File: config.mk
export PLATFORM = sky130hd
export DESIGN_NAME = data_mem_bridge
export DESIGN_NICKNAME = d
export VERILOG_FILES = /design/src/rtl/data_mem_bridge_pkg.sv /design/src/rtl/data_mem_bridge_lane_align.sv /design/src/rtl/data_mem_bridge.sv
export SDC_FILE = /design/constraint.sdc
export NUM_CORES = 1
export LEC_CHECK = 0
export BUFFER_PORTS_ARGS = -buffer_cell sky130_fd_sc_hd__buf_2
export CAP_MARGIN = 0
export CORE_ASPECT_RATIO = 0.6
export CORE_UTILIZATION = 35
export CTS_CLUSTER_SIZE = 30
export DETAILED_ROUTE_END_ITERATION = 8
export PLACE_DENSITY = 0.73
export SLEW_MARGIN = 10
export SYNTH_ARGS = -nofsm -noshare
export SYNTH_HDL_FRONTEND = slang
export SYNTH_SLANG_ARGS = --single-unit
File: constraint.sdc
create_clock -name clk -period 3.4 [get_ports clk]
set_clock_uncertainty 0.2 [all_clocks]
set_input_delay 0.34 -clock clk [delete_from_list [all_inputs] [get_ports clk]]
set_output_delay 0.34 -clock clk [all_outputs]
set_load 0.01 [all_outputs]
File: src/rtl/data_mem_bridge_pkg.sv
// Shared types for the core data-memory bridge.
// Access sizes and bridge FSM states.
package data_mem_bridge_pkg;

  typedef enum logic [1:0] {
    SZ_B = 2'd0,
    SZ_H = 2'd1,
    SZ_W = 2'd2
  } size_e;

  typedef enum logic [1:0] {
    IDLE = 2'd0,
    REQ  = 2'd1,
    RESP = 2'd2,
    DONE = 2'd3
  } lsu_state_e;

  localparam int LANES = 4;

  // Counter width able to hold 0..n-1 with headroom.
  function automatic int cnt_width(input int n);
    return $clog2(n) + 1;
  endfunction

endpackage

File: src/rtl/data_mem_bridge_lane_align.sv
// Byte-lane steering for the data-memory bridge.
// Store strobes/replication, misalignment, load extension.
module data_lane_align
  import data_mem_bridge_pkg::*;
(
  input  logic [1:0]  i_req_size,
  input  logic [1:0]  i_req_off,
  input  logic [31:0] i_req_wdata,
  input  logic [1:0]  i_ld_size,
  input  logic [1:0]  i_ld_off,
  input  logic        i_ld_unsigned,
  input  logic [31:0] i_ld_rdata,
  output logic [3:0]  o_strb,
  output logic [31:0] o_wdata,
  output logic        o_misaligned,
  output logic [31:0] o_ld_data
);

  logic [31:0] w_shift;
  logic        w_sb;
  logic        w_sh;

  // Request side: strobes, replicated lane data, alignment check.
  // Size code 3 is treated as a word access.
  always_comb begin
    o_strb       = 4'b1111;
    o_wdata      = i_req_wdata;
    o_misaligned = |i_req_off;
    case (size_e'(i_req_size))
      SZ_B: begin
        o_strb       = 4'b0001 << i_req_off;
        o_wdata      = {4{i_req_wdata[7:0]}};
        o_misaligned = 1'b0;
      end
      SZ_H: begin
        o_strb       = 4'b0011 << i_req_off;
        o_wdata      = {2{i_req_wdata[15:0]}};
        o_misaligned = i_req_off[0];
      end
      default: ;
    endcase
  end

  assign w_shift = i_ld_rdata >> {i_ld_off, 3'b000};
  assign w_sb    = ~i_ld_unsigned & w_shift[7];
  assign w_sh    = ~i_ld_unsigned & w_shift[15];

  // Response side: right-align and sign/zero extend.
  always_comb begin
    o_ld_data = w_shift;
    case (size_e'(i_ld_size))
      SZ_B: o_ld_data = {{24{w_sb}}, w_shift[7:0]};
      SZ_H: o_ld_data = {{16{w_sh}}, w_shift[15:0]};
      default: ;
    endcase
  end

endmodule

File: src/rtl/data_mem_bridge.sv
// Core data-port to valid/ready bus bridge.
// Stalls the core until the bus access completes.
module data_mem_bridge
  import data_mem_bridge_pkg::*;
#(
  parameter int ADDR_W         = 32,
  parameter int DATA_W         = 32,
  parameter int TIMEOUT_CYCLES = 64
) (
  input  logic              clk,
  input  logic              reset,
  input  logic              core_req,
  input  logic              core_we,
  input  logic [ADDR_W-1:0] core_addr,
  input  logic [DATA_W-1:0] core_wdata,
  input  logic [1:0]        core_size,
  input  logic              core_unsigned,
  output logic [DATA_W-1:0] core_rdata,
  output logic              stall,
  output logic              fault,
  output logic              bus_valid,
  input  logic              bus_ready,
  output logic [ADDR_W-1:0] bus_addr,
  output logic              bus_we,
  output logic [3:0]        bus_wstrb,
  output logic [DATA_W-1:0] bus_wdata,
  input  logic              bus_rvalid,
  input  logic [DATA_W-1:0] bus_rdata,
  input  logic              bus_err
);

  localparam int CNT_W = cnt_width(TIMEOUT_CYCLES);
  localparam logic [CNT_W-1:0] CNT_MAX =
    CNT_W'(TIMEOUT_CYCLES - 1);

  lsu_state_e r_state;
  lsu_state_e w_next;

  logic [ADDR_W-1:0] r_addr;
  logic              r_we;
  logic [3:0]        r_strb;
  logic [DATA_W-1:0] r_wdata;
  logic [1:0]        r_size;
  logic [1:0]        r_off;
  logic              r_uns;
  logic [DATA_W-1:0] r_rdata;
  logic              r_fault;
  logic [CNT_W-1:0]  r_cnt;

  logic              w_run;
  logic              w_mis_raw;
  logic              w_mis;
  logic              w_start;
  logic              w_tmo;
  logic              w_busy;
  logic [3:0]        w_strb;
  logic [3:0]        w_req_strb;
  logic [31:0]       w_lane;
  logic [31:0]       w_ld;
  logic [ADDR_W-1:0] w_waddr;
  logic [DATA_W-1:0] w_rdata_nx;
  logic              w_fault_nx;

  data_lane_align u_align (
    .i_req_size    (core_size),
    .i_req_off     (core_addr[1:0]),
    .i_req_wdata   (core_wdata),
    .i_ld_size     (r_size),
    .i_ld_off      (r_off),
    .i_ld_unsigned (r_uns),
    .i_ld_rdata    (bus_rdata),
    .o_strb        (w_strb),
    .o_wdata       (w_lane),
    .o_misaligned  (w_mis_raw),
    .o_ld_data     (w_ld)
  );

  // Reset also masks the combinational request path.
  assign w_run      = ~reset;
  assign w_mis      = w_run & core_req & w_mis_raw;
  assign w_start    = w_run & core_req & ~w_mis_raw
                    & (r_state == IDLE);
  assign w_tmo      = (r_cnt == CNT_MAX);
  assign w_busy     = (r_state == REQ) | (r_state == RESP);
  assign w_waddr    = {core_addr[ADDR_W-1:2], 2'b00};
  assign w_req_strb = core_we ? w_strb : 4'b0000;

  // Next state plus captured load data and fault flag.
  always_comb begin
    w_next     = r_state;
    w_rdata_nx = r_rdata;
    w_fault_nx = 1'b0;
    unique case (r_state)
      IDLE: begin
        if (w_start) w_next = bus_ready ? RESP : REQ;
      end
      REQ: begin
        if (w_tmo) begin
          w_next     = DONE;
          w_fault_nx = 1'b1;
          w_rdata_nx = '0;
        end else if (bus_ready) begin
          w_next = RESP;
        end
      end
      RESP: begin
        if (bus_rvalid) begin
          w_next = DONE;
          if (bus_err) begin
            w_fault_nx = 1'b1;
            w_rdata_nx = '0;
          end else if (!r_we) begin
            w_rdata_nx = w_ld;
          end
        end else if (w_tmo) begin
          w_next     = DONE;
          w_fault_nx = 1'b1;
          w_rdata_nx = '0;
        end
      end
      DONE: w_next = IDLE;
    endcase
  end

  // First request cycle drives the bus straight from the core
  // so a ready bus accepts it without an extra cycle.
  assign bus_valid  = w_start | (r_state == REQ);
  assign bus_addr   = w_start ? w_waddr    : r_addr;
  assign bus_we     = w_start ? core_we    : r_we;
  assign bus_wstrb  = w_start ? w_req_strb : r_strb;
  assign bus_wdata  = w_start ? w_lane     : r_wdata;

  assign stall      = w_run & core_req & ~w_mis_raw
                    & (r_state != DONE);
  assign fault      = ((r_state == IDLE) & w_mis)
                    | ((r_state == DONE) & r_fault);
  assign core_rdata = ((r_state == IDLE) & w_mis) ? '0 : r_rdata;

  // State register.
  always_ff @(posedge clk or posedge reset) begin
    if (reset) r_state <= IDLE;
    else       r_state <= w_next;
  end

  // Capture the request so the bus sees it stable in REQ.
  always_ff @(posedge clk or posedge reset) begin
    if (reset) begin
      r_addr  <= '0;
      r_we    <= 1'b0;
      r_strb  <= 4'b0000;
      r_wdata <= '0;
      r_size  <= 2'b00;
      r_off   <= 2'b00;
      r_uns   <= 1'b0;
    end else if (w_start) begin
      r_addr  <= w_waddr;
      r_we    <= core_we;
      r_strb  <= w_req_strb;
      r_wdata <= w_lane;
      r_size  <= core_size;
      r_off   <= core_addr[1:0];
      r_uns   <= core_unsigned;
    end
  end

  // Timeout counter over REQ and RESP.
  always_ff @(posedge clk or posedge reset) begin
    if (reset)       r_cnt <= '0;
    else if (w_start) r_cnt <= '0;
    else if (w_busy)  r_cnt <= r_cnt + 1'b1;
  end

  // Load result and completion fault.
  always_ff @(posedge clk or posedge reset) begin
    if (reset) begin
      r_rdata <= '0;
      r_fault <= 1'b0;
    end else begin
      r_rdata <= w_rdata_nx;
      r_fault <= w_fault_nx;
    end
  end

endmodule

==> results by group <==
STA
  • Final-report setup violation count: 0
  • Min Clock Period, post-route: 2.917 ns
  • Crit share post-route: 85.81%
  • Worst-Margin Slew: 0.6332 ns
  • Worst hold slack: 0.02504 ns
  • Fin. Hold Viols: 0
  • RSZ-0062 raised after global routing: false
  • Pins Over Slew Limit: 0
  • Fmax achieved: 342.8 MHz
  • Rel. slew slack: 57.79%
  • Setup_tns: 0 ns

Layout
  • Ant. Diodes: 0
  • Register area: 0.002903 mm^2
  • Final core occ: 50.18%
  • Share of cells above drive strength 1: 41.70%
  • Final nets: 852
  • Fill cell count: 1439
  • Final Non-Filler Cells: 956
  • Layout overhead on the synthesized area: 37.83%
  • Multi-input gate area: 0.002585 mm^2

Detailed routing
  • Wire per inst: 16.70 um
  • Initial DRC count: 241
  • Post-route DRC: 15
  • Antenna violation net count after detailed routing: 0
  • Detailed-router iteration count before antenna repair: 7
  • Drt total wl: 15960 um
  • Via Count: 4796
  • Via density: 5.017

Synthesis
  • Avg Cell Area, Syn: 11.32 um^2
  • Synth top cells by count: dfrtp_1, mux2_2, o21ai_0
  • Sequential area share after synthesis: 51.00%
  • Yosys warns: 0
  • Top cells by area, synth: dfrtp_1, mux2_2, mux2i_1
  • Asr flop ratio synth: 100.0%
  • Synth cell types: 35
  • Share of the synthesized area in the top cell type: 51.00%
  • Synthesized area: 0.005692 mm^2
  • Syn_nets: 615
  • FF+latch count, synth: 116
  • Cell taking the most area after synthesis: dfrtp_1
  • Post-Syn Instances: 503
  • Ys flop type: dfrtp_1
  • EDFF count, synth: 0
  • Most frequent cell after synthesis: dfrtp_1

Floorplan
  • Core ar.: 0.01563 mm^2
  • Initial Util: 36.41%
  • Die Footprint: 0.01679 mm^2
  • Chip Width: 166.6 um
  • Num ports: 210
  • Die span in y: 100.8 um
  • Row cnt: 35

CTS
  • Total CTS buffers: 17
  • Clk sinks: 116
  • Worst skew pair latency: 0.40 ns
  • Setup Buffers After CTS: 0
  • Clk pin slew, worst setup/hold paths: 0.06 ns
  • Clock root cell: clkbuf_16
  • Longest Clk Path Bufs: 2
  • CTS tree: done
  • H-Tree Depth: 4

Critical path
  • Critical path fanouts, max: 33
  • Critical Path Source Type: flop
  • Req. time, crit path: 2.86 ns
  • WS Path Type: flop to output pin
  • Worst Setup End Kind: output pin
  • Arr. time, crit path: 2.38 ns

Global routing
  • First-pass GRT wire length: 25450 um
  • Largest net degree at the start of global routing: 117
  • Gr ovfl total: 0
  • Vias in the first global route: 4758
  • Tot GR Track Use: 19.40%
  • Antenna violations before repair: 0

Placed design
  • Inst Count DP: 889
  • Routability Congestion: 0.8257
  • Port bufs: 209
  • DP HPWL: 11040 um

Power and ir drop
  • VDD IR max: 0.0003922 V
  • Leak pwr: 3.914 nW
  • Power density cells: 862.3 mW/mm^2
  • Final Power: 6.765 mW

Run status
  • Outcome: finished with violations
  • Violated checks: design-rule violations

Min path
  • Type of the worst min-delay path: input pin to flop

Flow run
  • Max-Cap Viols: 0
-- report_power, final --
part           internal [mW]  total, mW  switching (mW)
Clock                   1.08       1.76           0.675
Sequential              1.99       2.26           0.269
Combinational           1.26       2.75            1.49
-- worst max-delay path: stages (launching register included) --
cell and delay [ns]:
dfrtp_1 0.40, inv_1 0.15, ha_1 0.23, inv_1 0.06
or4b_1 0.52, buf_4 0.25, and2_1 0.22, buf_2 0.14
-- metrics by stage --
step           cell area (um^2)  worst slack, ns
2_1_floorplan              5695            1.191
3_3_place_gp               6910           0.7650
3_5_place_dp               6910           0.7294
4_1_cts                    7845           0.4809
5_1_grt                    7845           0.3212
6_report                   7845           0.4825
-- layout make-up --
cell class	instances	area share (%)
flip-flops and latches	116	37.00
repair buffers	253	18.98
multi-input cells	345	32.95
clock buffers	17	5.423
clock inverters	15	2.026
well taps	203	3.238
inverters	7	0.3828
-- cell families (layout without fill, tap and decap cells) --
| kind of cell | after synthesis | in the layout | synth area share [%] |
|---|---|---|---|
| xor+xnor | 6 | 6 | 0.9234 |
| compound gates | 109 | 109 | 12.33 |
| fa+ha+maj | 6 | 6 | 1.319 |
| buf+inv | 42 | 292 | 3.583 |
| flops | 116 | 116 | 51.00 |
| mux | 95 | 95 | 18.09 |
| simple gates | 129 | 129 | 12.75 |
-- registers in the layout, summed over array words and instances (netlist names) --
| name | flops |
|---|---|
| r_rdata | 32 |
| r_size | 2 |
| r_fault | 1 |
| r_addr | 32 |
| r_strb | 4 |
| r_uns | 1 |
| r_we | 1 |
| r_state | 2 |
| r_wdata | 32 |
| r_cnt | 7 |
| r_off | 2 |
-- timing repair --
item / CTS / global route
hold buffers: 35 / 0
hold endpoints to repair: 150 / 0
endpoints found under the setup margin: 0 / 0
resized for setup: 0 / 0
-- final timing paths --
check                               from             to  slack, ns  cells past startpoint
setup / recovery              r_state[0]  core_rdata[0]       0.48                      7
hold / removal             bus_rdata[29]    r_rdata[29]       0.03                      2
setup reg to reg              r_state[0]    r_rdata[31]       0.91                      5
hold reg to reg               r_rdata[2]     r_rdata[2]       0.28                      1
max in group asynchronous          reset     r_addr[18]       2.02                      4
min in group asynchronous          reset    r_wdata[17]       0.50                      4
-- cells in the final DEF (no fill, tap or decap), types with 2 or more instances in the layout --
cell type / n
a221o_1: 16
mux2i_1: 41
dfrtp_1: 116
and2_1: 35
xor2_1: 3
bufinv_16: 2
o2bb2ai_1: 16
nor2_1: 32
nand2_1: 35
a21oi_1: 29
buf_2: 209
nand3b_1: 10
buf_12: 2
nor2b_1: 3
dlygate4sd3_1: 35
clkbuf_16: 17
ha_1: 6
nor3b_2: 3
nor4b_4: 2
xnor2_1: 3
o211ai_1: 2
mux2_2: 53
clkinv_4: 5
buf_4: 7
clkinv_2: 3
o21ai_0: 43
clkinvlp_4: 4
nand4_1: 3
inv_1: 6
inv_6: 2
-- metal layers --
| layer | share of wire [%] | GRT usage (%) |
|---|---|---|
| met5 | 0 | 0 |
| met4 | 0.83 | 4.630 |
| met3 | 7.5 | 5.929 |
| met2 | 44 | 29.02 |
| met1 | 48 | 27.42 |
(Power assumes the default switching activity.)
